[config.mk]
export PLATFORM = sky130hd
export DESIGN_NAME = rvfi_liveness_check
export DESIGN_NICKNAME = d
export VERILOG_FILES = /design/src/rtl/rvfi_liveness_pkg.sv /design/src/rtl/rvfi_sat_counter.sv /design/src/rtl/rvfi_liveness_check.sv
export SDC_FILE = /design/constraint.sdc
export NUM_CORES = 1
export LEC_CHECK = 0
export ABC_AREA = 1
export CAP_MARGIN = 20
export CELL_PAD_IN_SITES_DETAIL_PLACEMENT = 0
export CELL_PAD_IN_SITES_GLOBAL_PLACEMENT = 1
export CORE_MARGIN = 2
export CORE_UTILIZATION = 24
export CTS_CLUSTER_SIZE = 20
export DETAILED_ROUTE_END_ITERATION = 6
export PLACE_DENSITY = 0.81
export SYNTH_ARGS = -nofsm -noshare
export SYNTH_HDL_FRONTEND = slang
export SYNTH_SLANG_ARGS = --single-unit
[constraint.sdc]
create_clock -name clock -period 1.36 [get_ports clock]
set_input_delay 0.272 -clock clock [delete_from_list [all_inputs] [get_ports clock]]
set_output_delay 0.272 -clock clock [all_outputs]
set_load 0.05 [all_outputs]
[src/rtl/rvfi_liveness_pkg.sv]
// Shared types and helpers for the RVFI forward-progress checker.
package rvfi_liveness_pkg;

  typedef enum logic [1:0] {
    ST_IDLE   = 2'd0,
    ST_LIVE   = 2'd1,
    ST_HALTED = 2'd2,
    ST_WFI    = 2'd3
  } state_e;

  localparam logic [31:0] WFI_INSN = 32'h1050_0073;
  localparam int          MAX_NRET = 32;

  // Counts the set bits among the lowest nret bits of v.
  function automatic int popcount(input logic [MAX_NRET-1:0] v, input int nret);
    int n;
    n = 0;
    for (int i = 0; i < MAX_NRET; i++) begin
      if (i < nret && v[i]) n++;
    end
    return n;
  endfunction

endpackage

[src/rtl/rvfi_sat_counter.sv]
// Saturating accumulator with hold (freeze) and synchronous clear.
module rvfi_sat_counter #(
  parameter int WIDTH = 8
) (
  input  logic             clock,
  input  logic             reset,
  input  logic             clear_i,
  input  logic             freeze_i,
  input  logic [WIDTH-1:0] add_i,
  output logic [WIDTH-1:0] cnt_o
);

  logic [WIDTH-1:0] cnt_q, cnt_d;
  logic [WIDTH:0]   sum;

  // Freeze wins over clear so a halted or sleeping core cannot disturb the count.
  always_comb begin
    sum   = {1'b0, cnt_q} + {1'b0, add_i};
    cnt_d = cnt_q;
    if (freeze_i)     cnt_d = cnt_q;
    else if (clear_i) cnt_d = '0;
    else if (sum[WIDTH]) cnt_d = '1;
    else              cnt_d = sum[WIDTH-1:0];
  end

  always_ff @(posedge clock) begin
    if (reset) cnt_q <= '0;
    else       cnt_q <= cnt_d;
  end

  assign cnt_o = cnt_q;

endmodule

[src/rtl/rvfi_liveness_check.sv]
// Forward-progress checker on the RVFI retirement bus.
// Optional WFI tracking is enabled by defining RISCV_FORMAL_LIVENESS_WFI_EN.
//
// state  | meaning
// IDLE   | awaiting first retirement since reset
// LIVE   | retiring, MAX_STALL window enforced
// HALTED | halt retired, counters frozen until reset
// WFI    | sleeping after a WFI, stall timer held
module rvfi_liveness_check
  import rvfi_liveness_pkg::*;
#(
  parameter int NRET       = 1,
  parameter int ILEN       = 32,
  parameter int CNT_W      = 8,
  parameter int FIRST_MAX  = 32,
  parameter int MAX_STALL  = 16,
  parameter int MIN_RETIRE = 1,
  parameter int ALLOW_HALT = 0
) (
  input  logic                 clock,
  input  logic                 reset,
  input  logic                 trig,
  input  logic                 check,
  input  logic [NRET-1:0]      rvfi_valid,
  input  logic [NRET-1:0]      rvfi_halt,
  input  logic [NRET*ILEN-1:0] rvfi_insn,
  output logic [1:0]           state_o,
  output logic [CNT_W-1:0]     stall_cnt_o,
  output logic [CNT_W-1:0]     retire_cnt_o,
  output logic                 fail_o
);

  if (MAX_STALL >= (1 << CNT_W) || FIRST_MAX >= (1 << CNT_W) ||
      MIN_RETIRE > (1 << CNT_W) - 1) begin : g_bad_params
    $error("rvfi_liveness_check: limits do not fit in CNT_W bits");
  end

  state_e                state_q;
  logic                  fail_q;
  logic                  any_valid, halt_ret, wfi_seen, wfi_ret;
  logic                  stall_hit, check_hit, stall_freeze, retire_freeze;
  logic [MAX_NRET-1:0]   valid_ext;
  logic [CNT_W-1:0]      nret_add;
  logic [CNT_W:0]        stall_nxt;
  logic                  unused_ok;

  assign valid_ext = MAX_NRET'(rvfi_valid);
  assign nret_add  = CNT_W'(popcount(valid_ext, NRET));
  assign any_valid = |rvfi_valid;
  assign halt_ret  = (ALLOW_HALT != 0) && (|(rvfi_valid & rvfi_halt));

  always_comb begin
    wfi_seen = 1'b0;
    for (int c = 0; c < NRET; c++) begin
      if (rvfi_valid[c] && rvfi_insn[c*ILEN +: ILEN] == ILEN'(WFI_INSN)) wfi_seen = 1'b1;
    end
  end

`ifdef RISCV_FORMAL_LIVENESS_WFI_EN
  assign wfi_ret = wfi_seen;
`else
  assign wfi_ret = 1'b0;
`endif

  assign unused_ok = ^{trig, rvfi_halt, wfi_seen};

  assign retire_freeze = (state_q == ST_HALTED);
  assign stall_freeze  = retire_freeze || (state_q == ST_WFI && !any_valid);

  rvfi_sat_counter #(.WIDTH(CNT_W)) u_stall_cnt (
    .clock    (clock),
    .reset    (reset),
    .clear_i  (any_valid),
    .freeze_i (stall_freeze),
    .add_i    (CNT_W'(1)),
    .cnt_o    (stall_cnt_o)
  );

  rvfi_sat_counter #(.WIDTH(CNT_W)) u_retire_cnt (
    .clock    (clock),
    .reset    (reset),
    .clear_i  (1'b0),
    .freeze_i (retire_freeze),
    .add_i    (nret_add),
    .cnt_o    (retire_cnt_o)
  );

  // The stall limit trips on the same edge the stall counter reaches it.
  assign stall_nxt = {1'b0, stall_cnt_o} + (CNT_W+1)'(1);
  assign stall_hit = !any_valid &&
                     ((state_q == ST_IDLE && stall_nxt >= (CNT_W+1)'(FIRST_MAX)) ||
                      (state_q == ST_LIVE && stall_nxt >= (CNT_W+1)'(MAX_STALL)));
  assign check_hit = check && ({1'b0, retire_cnt_o} < (CNT_W+1)'(MIN_RETIRE));

  always_ff @(posedge clock) begin
    if (reset) begin
      state_q <= ST_IDLE;
      fail_q  <= 1'b0;
    end else begin
      if (stall_hit || check_hit) fail_q <= 1'b1;
      case (state_q)
        ST_IDLE: if (any_valid) state_q <= halt_ret ? ST_HALTED : ST_LIVE;
        ST_LIVE: begin
          if (halt_ret)     state_q <= ST_HALTED;
          else if (wfi_ret) state_q <= ST_WFI;
        end
        ST_WFI:  if (any_valid) state_q <= halt_ret ? ST_HALTED : ST_LIVE;
        default: state_q <= state_q;
      endcase
    end
  end

  assign state_o = state_q;
  assign fail_o  = fail_q;

`ifdef FORMAL
  always_ff @(posedge clock) begin
    if (!reset) begin
      assert (!fail_o);
      if (check) assert (retire_cnt_o >= CNT_W'(MIN_RETIRE));
      if (ALLOW_HALT == 0) assume (!(|(rvfi_valid & rvfi_halt)));
`ifndef RISCV_FORMAL_LIVENESS_WFI_EN
      assume (!wfi_seen);
      assert (state_q != ST_WFI);
`endif
    end
  end
`endif

endmodule

* Word-level counts from Yosys, hierarchy flattened
Index checks and enable logic that the tools add are counted.
** Storage, ports and cells
- Logic and storage cells :: 22
- Output and inout bits :: 19
- Register bits after elaboration :: 18
- Input bits :: 38
** Operators by class
- $add $sub $neg :: 2
- Multiplexer cells :: 3
- Magnitude comparators :: 3
- Reductions and logical operators :: 10
** Operators by type and width (count)
- 8-bit 2-to-1 mux :: 2
- 8-bit by 1-bit adder with 9-bit output :: 1
- 8-bit by 1-bit adder with 9-bit output, second input constant :: 1
- 9-bit by 5-bit greater-or-equal comparator with 1-bit output, second input constant :: 1
- 9-bit by 6-bit greater-or-equal comparator with 1-bit output, second input constant :: 1
- 8-bit by 1-bit < comparator with 1-bit output, second input constant :: 1
- 1-bit logical AND :: 4
- 2-bit zero test :: 1
- 1-bit logical OR :: 2
- 2-bit AND reduction :: 1
- 2-bit OR reduction :: 1
- 1-bit zero test :: 1
- 1-bit 2-to-1 mux :: 1

* Longest topological paths before layout
- Depth in word-level cells :: 6
- Depth in mapped cells :: 9
- Mapped depth without buffers :: 9

* By module
From an unflattened synthesis, not the netlist that was laid out.
** Second synthesis, totals
- Cell total of the unflattened synthesis :: 253
- Area, all modules :: 1695.4 um^2
** Modules (own cells, without submodules)
- rvfi_sat_counter :: instances 2, cells an instance 106, area each 739.5 um^2, seq. area each 160.2 um^2
- rvfi_liveness_check :: instances 1, cells an instance 41, area each 216.5 um^2, seq. area each 40.0 um^2

* Worst setup path before layout
No wires, ideal clock.
- Path type :: reg-to-reg
- From :: register u_retire_cnt.cnt_q[0], in the netlist u_retire_cnt.cnt_o[0]
- To :: register u_retire_cnt.cnt_q[3], in the netlist u_retire_cnt.cnt_o[3]
- Period minus slack after synthesis :: 1675 ps
- Buffers on the path :: 0
- Library setup time :: 70 ps
- Slack :: -315 ps
- Data arrival time :: 1606 ps
- Data required time :: 1290 ps
- Cell stages (with the launch flop) :: 7
- Cells stage by stage :: dfxtp_1 -> ha_1 -> ha_1 -> nand3_2 -> nor4_4 -> inv_2 -> a21oi_1
** On the way
- Longest elaborated chain between the ends :: 2
** RTL lines
- from (decl) :: line rvfi_sat_counter.sv:13 : logic [WIDTH-1:0] cnt_q, cnt_d;
- from (signal assigned) :: line rvfi_sat_counter.sv:28 : else cnt_q <= cnt_d;
- 8-bit by 1-bit adder with 9-bit output :: line rvfi_sat_counter.sv:18 : sum = {1'b0, cnt_q} + {1'b0, add_i};
- 8-bit 2-to-1 mux :: line rvfi_sat_counter.sv:22 : else if (sum[WIDTH]) cnt_d = '1;
No other way between the ends.
A chain may end at the register's enable or synchronous reset.

* Final worst setup path
- From :: register u_retire_cnt.cnt_q[0], in the netlist u_retire_cnt.cnt_o[0]
- To :: register u_retire_cnt.cnt_q[6], in the netlist u_retire_cnt.cnt_o[6]
The elaborated chain is that of the path after synthesis.

==> impl_metrics.yaml <==
run_status:
  status: "finished clean"
clocking:
  cts_tree: "yes"
  clockRootBuffer: "clkbuf_8"
  cts.sinks: 18
  htreeDepth: 1
  insertion_delay_ps: 250
  cts_inserted_buffers: 3
  clk_pin_slew_ps: 70
  clockBufferDepth: 2
floorplanning:
  io_pins: 57
  core_area_sq_um: 3633
  rows: 22
  die-area_sq_um: 4232
  start_util_pct: 24.62
  fp.dieH_um: 65.06
  die_w_um: 65.06
synthesis:
  synth-edff-count: 0
  synth_mux_area_share_pct: 0
  synth_area_per_cell_sq_um: 7.333
  synth.distinct_cells: 24
  yosys_warnings: 0
  synth_top_family_by_area: "simple AND/OR/NAND/NOR gates"
  synth-main-ff-cell: "dfxtp_1"
  syn_inst: 122
  synthesis.nets: 164
  synthSimpleGateAreaFrac_pct: 32.59
  synth_seq_cells: 18
  synthAdderAreaFrac_pct: 5.594
  yosysSeqAreaShare_pct: 40.28
  async_flop_share_pct: 0
  yosys.area_share.xor_xnor_pct: 4.895
  synth_area_sq_um: 894.6
  synth-compound-area-share_pct: 8.112
global_routing:
  grt_pass1_vias: 835
  antenna_found_initial: 0
  grt_usage_pct: 11.18
  grt_max_degree: 11
  overflow: 0
  grt_pass1_wl_um: 3629
final_layout:
  utilization_pct: 41.63
  layout.nets: 196
  areaGrowthSynthToFinish_pct: 69.09
  drive_gt1_share_pct: 37.91
  final_common_cell: "nand2_1"
  fillerInstances: 377
  diodes: 0
  layout_common_cells: "27 x nand2_1, 20 x nor2_1, 18 x buf_12"
power:
  p_leak_nw: 0.6291
  total_power_mw: 1.134
  power_density_nw_per_um2: 749.6
  ir_drop_mv: 0.3676
critical_path:
  arrival_ps: 1470
  start_kind: "flip-flop"
  required_ps: 1530
  cp_max_fo: 3
  worst_setup_path_end_kind: "flip-flop"
  path_class: "flip-flop to flip-flop"
timing:
  finalCriticalPeriod_ps: 1297
  max_freq_mhz: 771.2
  slew_violations: 0
  finalHoldViolCount: 0
  finClkSkew_ps: 6.293
  setup_tns_ps: 0
  rsz0062_at_grt: "false"
  fin_ws_ps: 63.32
  period_share_pct: 95.34
  setup_violations: 0
routing:
  wire_per_inst_um: 10.65
  wl_um: 2140
  via_per_inst: 4.219
  num_vias: 848
  ant_nets: 0
  drc: 0
  initialDrtViolationCount: 15
  drt_pre_antenna_iters: 4
flow_run:
  cap_violations: 0
min_path:
  hold_class: "primary input to flip-flop"
placement:
  place_congestion: 0.8461
  io_buffer_count: 21
  dp_hpwl_um: 1618
  pre_cts_slack_ps: -537.8
-- metal layers --
metal / global-route usage [%] / wire, um / up-vias
li1: - / - / 439
met2: 20.49 / 1155 / 18
met3: 2.431 / 97 / 2
met5: 0 / 0 / -
met1: 12.38 / 871 / 389
met4: 4.688 / 15 / 0
-- sequential cells by signal (all words and copies together), names as in the netlist --
register,cells
state_o,1
u_stall_cnt.cnt_o,8
u_retire_cnt.cnt_o,8
fail_o,1
-- stage by stage --
step	area, sq um	cells	hold WS, ps
finish	1513	201	486.9
global route	1513	201	514.3
CTS	1488	199	487.1
detailed placement	1396	192	517.3
global placement	1396	192	510.6
floorplan	935.9	122	387.8
-- cell usage after synthesis (all sizes together) (2+ instances only) --
cell	number	area (sq um)
ha	4	50.05
o21ai	2	10.01
xnor2	3	26.28
inv	16	60.06
a21oi	7	35.03
a31oi	2	12.51
buf	2	12.51
xor2	2	17.52
o21bai	2	15.01
nand2	29	111.4
dfxtp	18	360.4
nand3	7	45.04
nor2	23	96.35
-- power breakdown --
group	leakage (nW)	internal, mW	switching, mW
clock	0.0231	0.200	0.173
sequential	0.153	0.540	0.0194
combinational	0.453	0.0962	0.104
total	0.629	0.837	0.297
-- worst paths after layout --
| path | end | cells after the start | start | slack [ps] |
|---|---|---|---|---|
| worst max-delay path | u_retire_cnt.cnt_o[6] | 7 | u_retire_cnt.cnt_o[0] | 60 |
| worst min-delay path | state_o[0] | 3 | rvfi_valid | 490 |
| worst max register to register | u_retire_cnt.cnt_o[6] | 7 | u_retire_cnt.cnt_o[0] | 60 |
| worst min register to register | u_stall_cnt.cnt_o[3] | 2 | u_stall_cnt.cnt_o[3] | 530 |
-- cell families after synthesis --
group           after synthesis
buf+inv                      18
xor+xnor                      5
simple gates                 63
compound gates               13
flops                        18
fa+ha+maj                     4
other cells                   1
-- final cells by class --
| class | instances | area (sq um) | share of cell area, % |
|---|---|---|---|
| Timing Repair Buffer | 29 | 449.2 | 29.69 |
| Clock inverter | 1 | 3.754 | 0.2481 |
| Inverter | 16 | 60.06 | 3.970 |
| Sequential cell | 18 | 384.1 | 25.39 |
| Clock buffer | 3 | 41.29 | 2.730 |
| Tap cell | 48 | 60.06 | 3.970 |
| Multi-Input combinational cell | 86 | 514.2 | 34.00 |
-- worst max-delay path: stages (launching register included) --
cell and delay [ps]:
dfxtp_4 360, ha_4 140, ha_4 150, nand3_4 70
buf_4 160, nor2_4 120, o21ai_1 80, a31oi_1 140
-- what timing repair did --
action / 4_1_cts / 5_1_grt
setup buffers: 3 / 2
resized for setup: 5 / 4
pin swaps: 1 / 3
endpoints found under the setup margin: 8 / 8
hold buffers: 0 / 0
(Power assumes the default switching activity.)
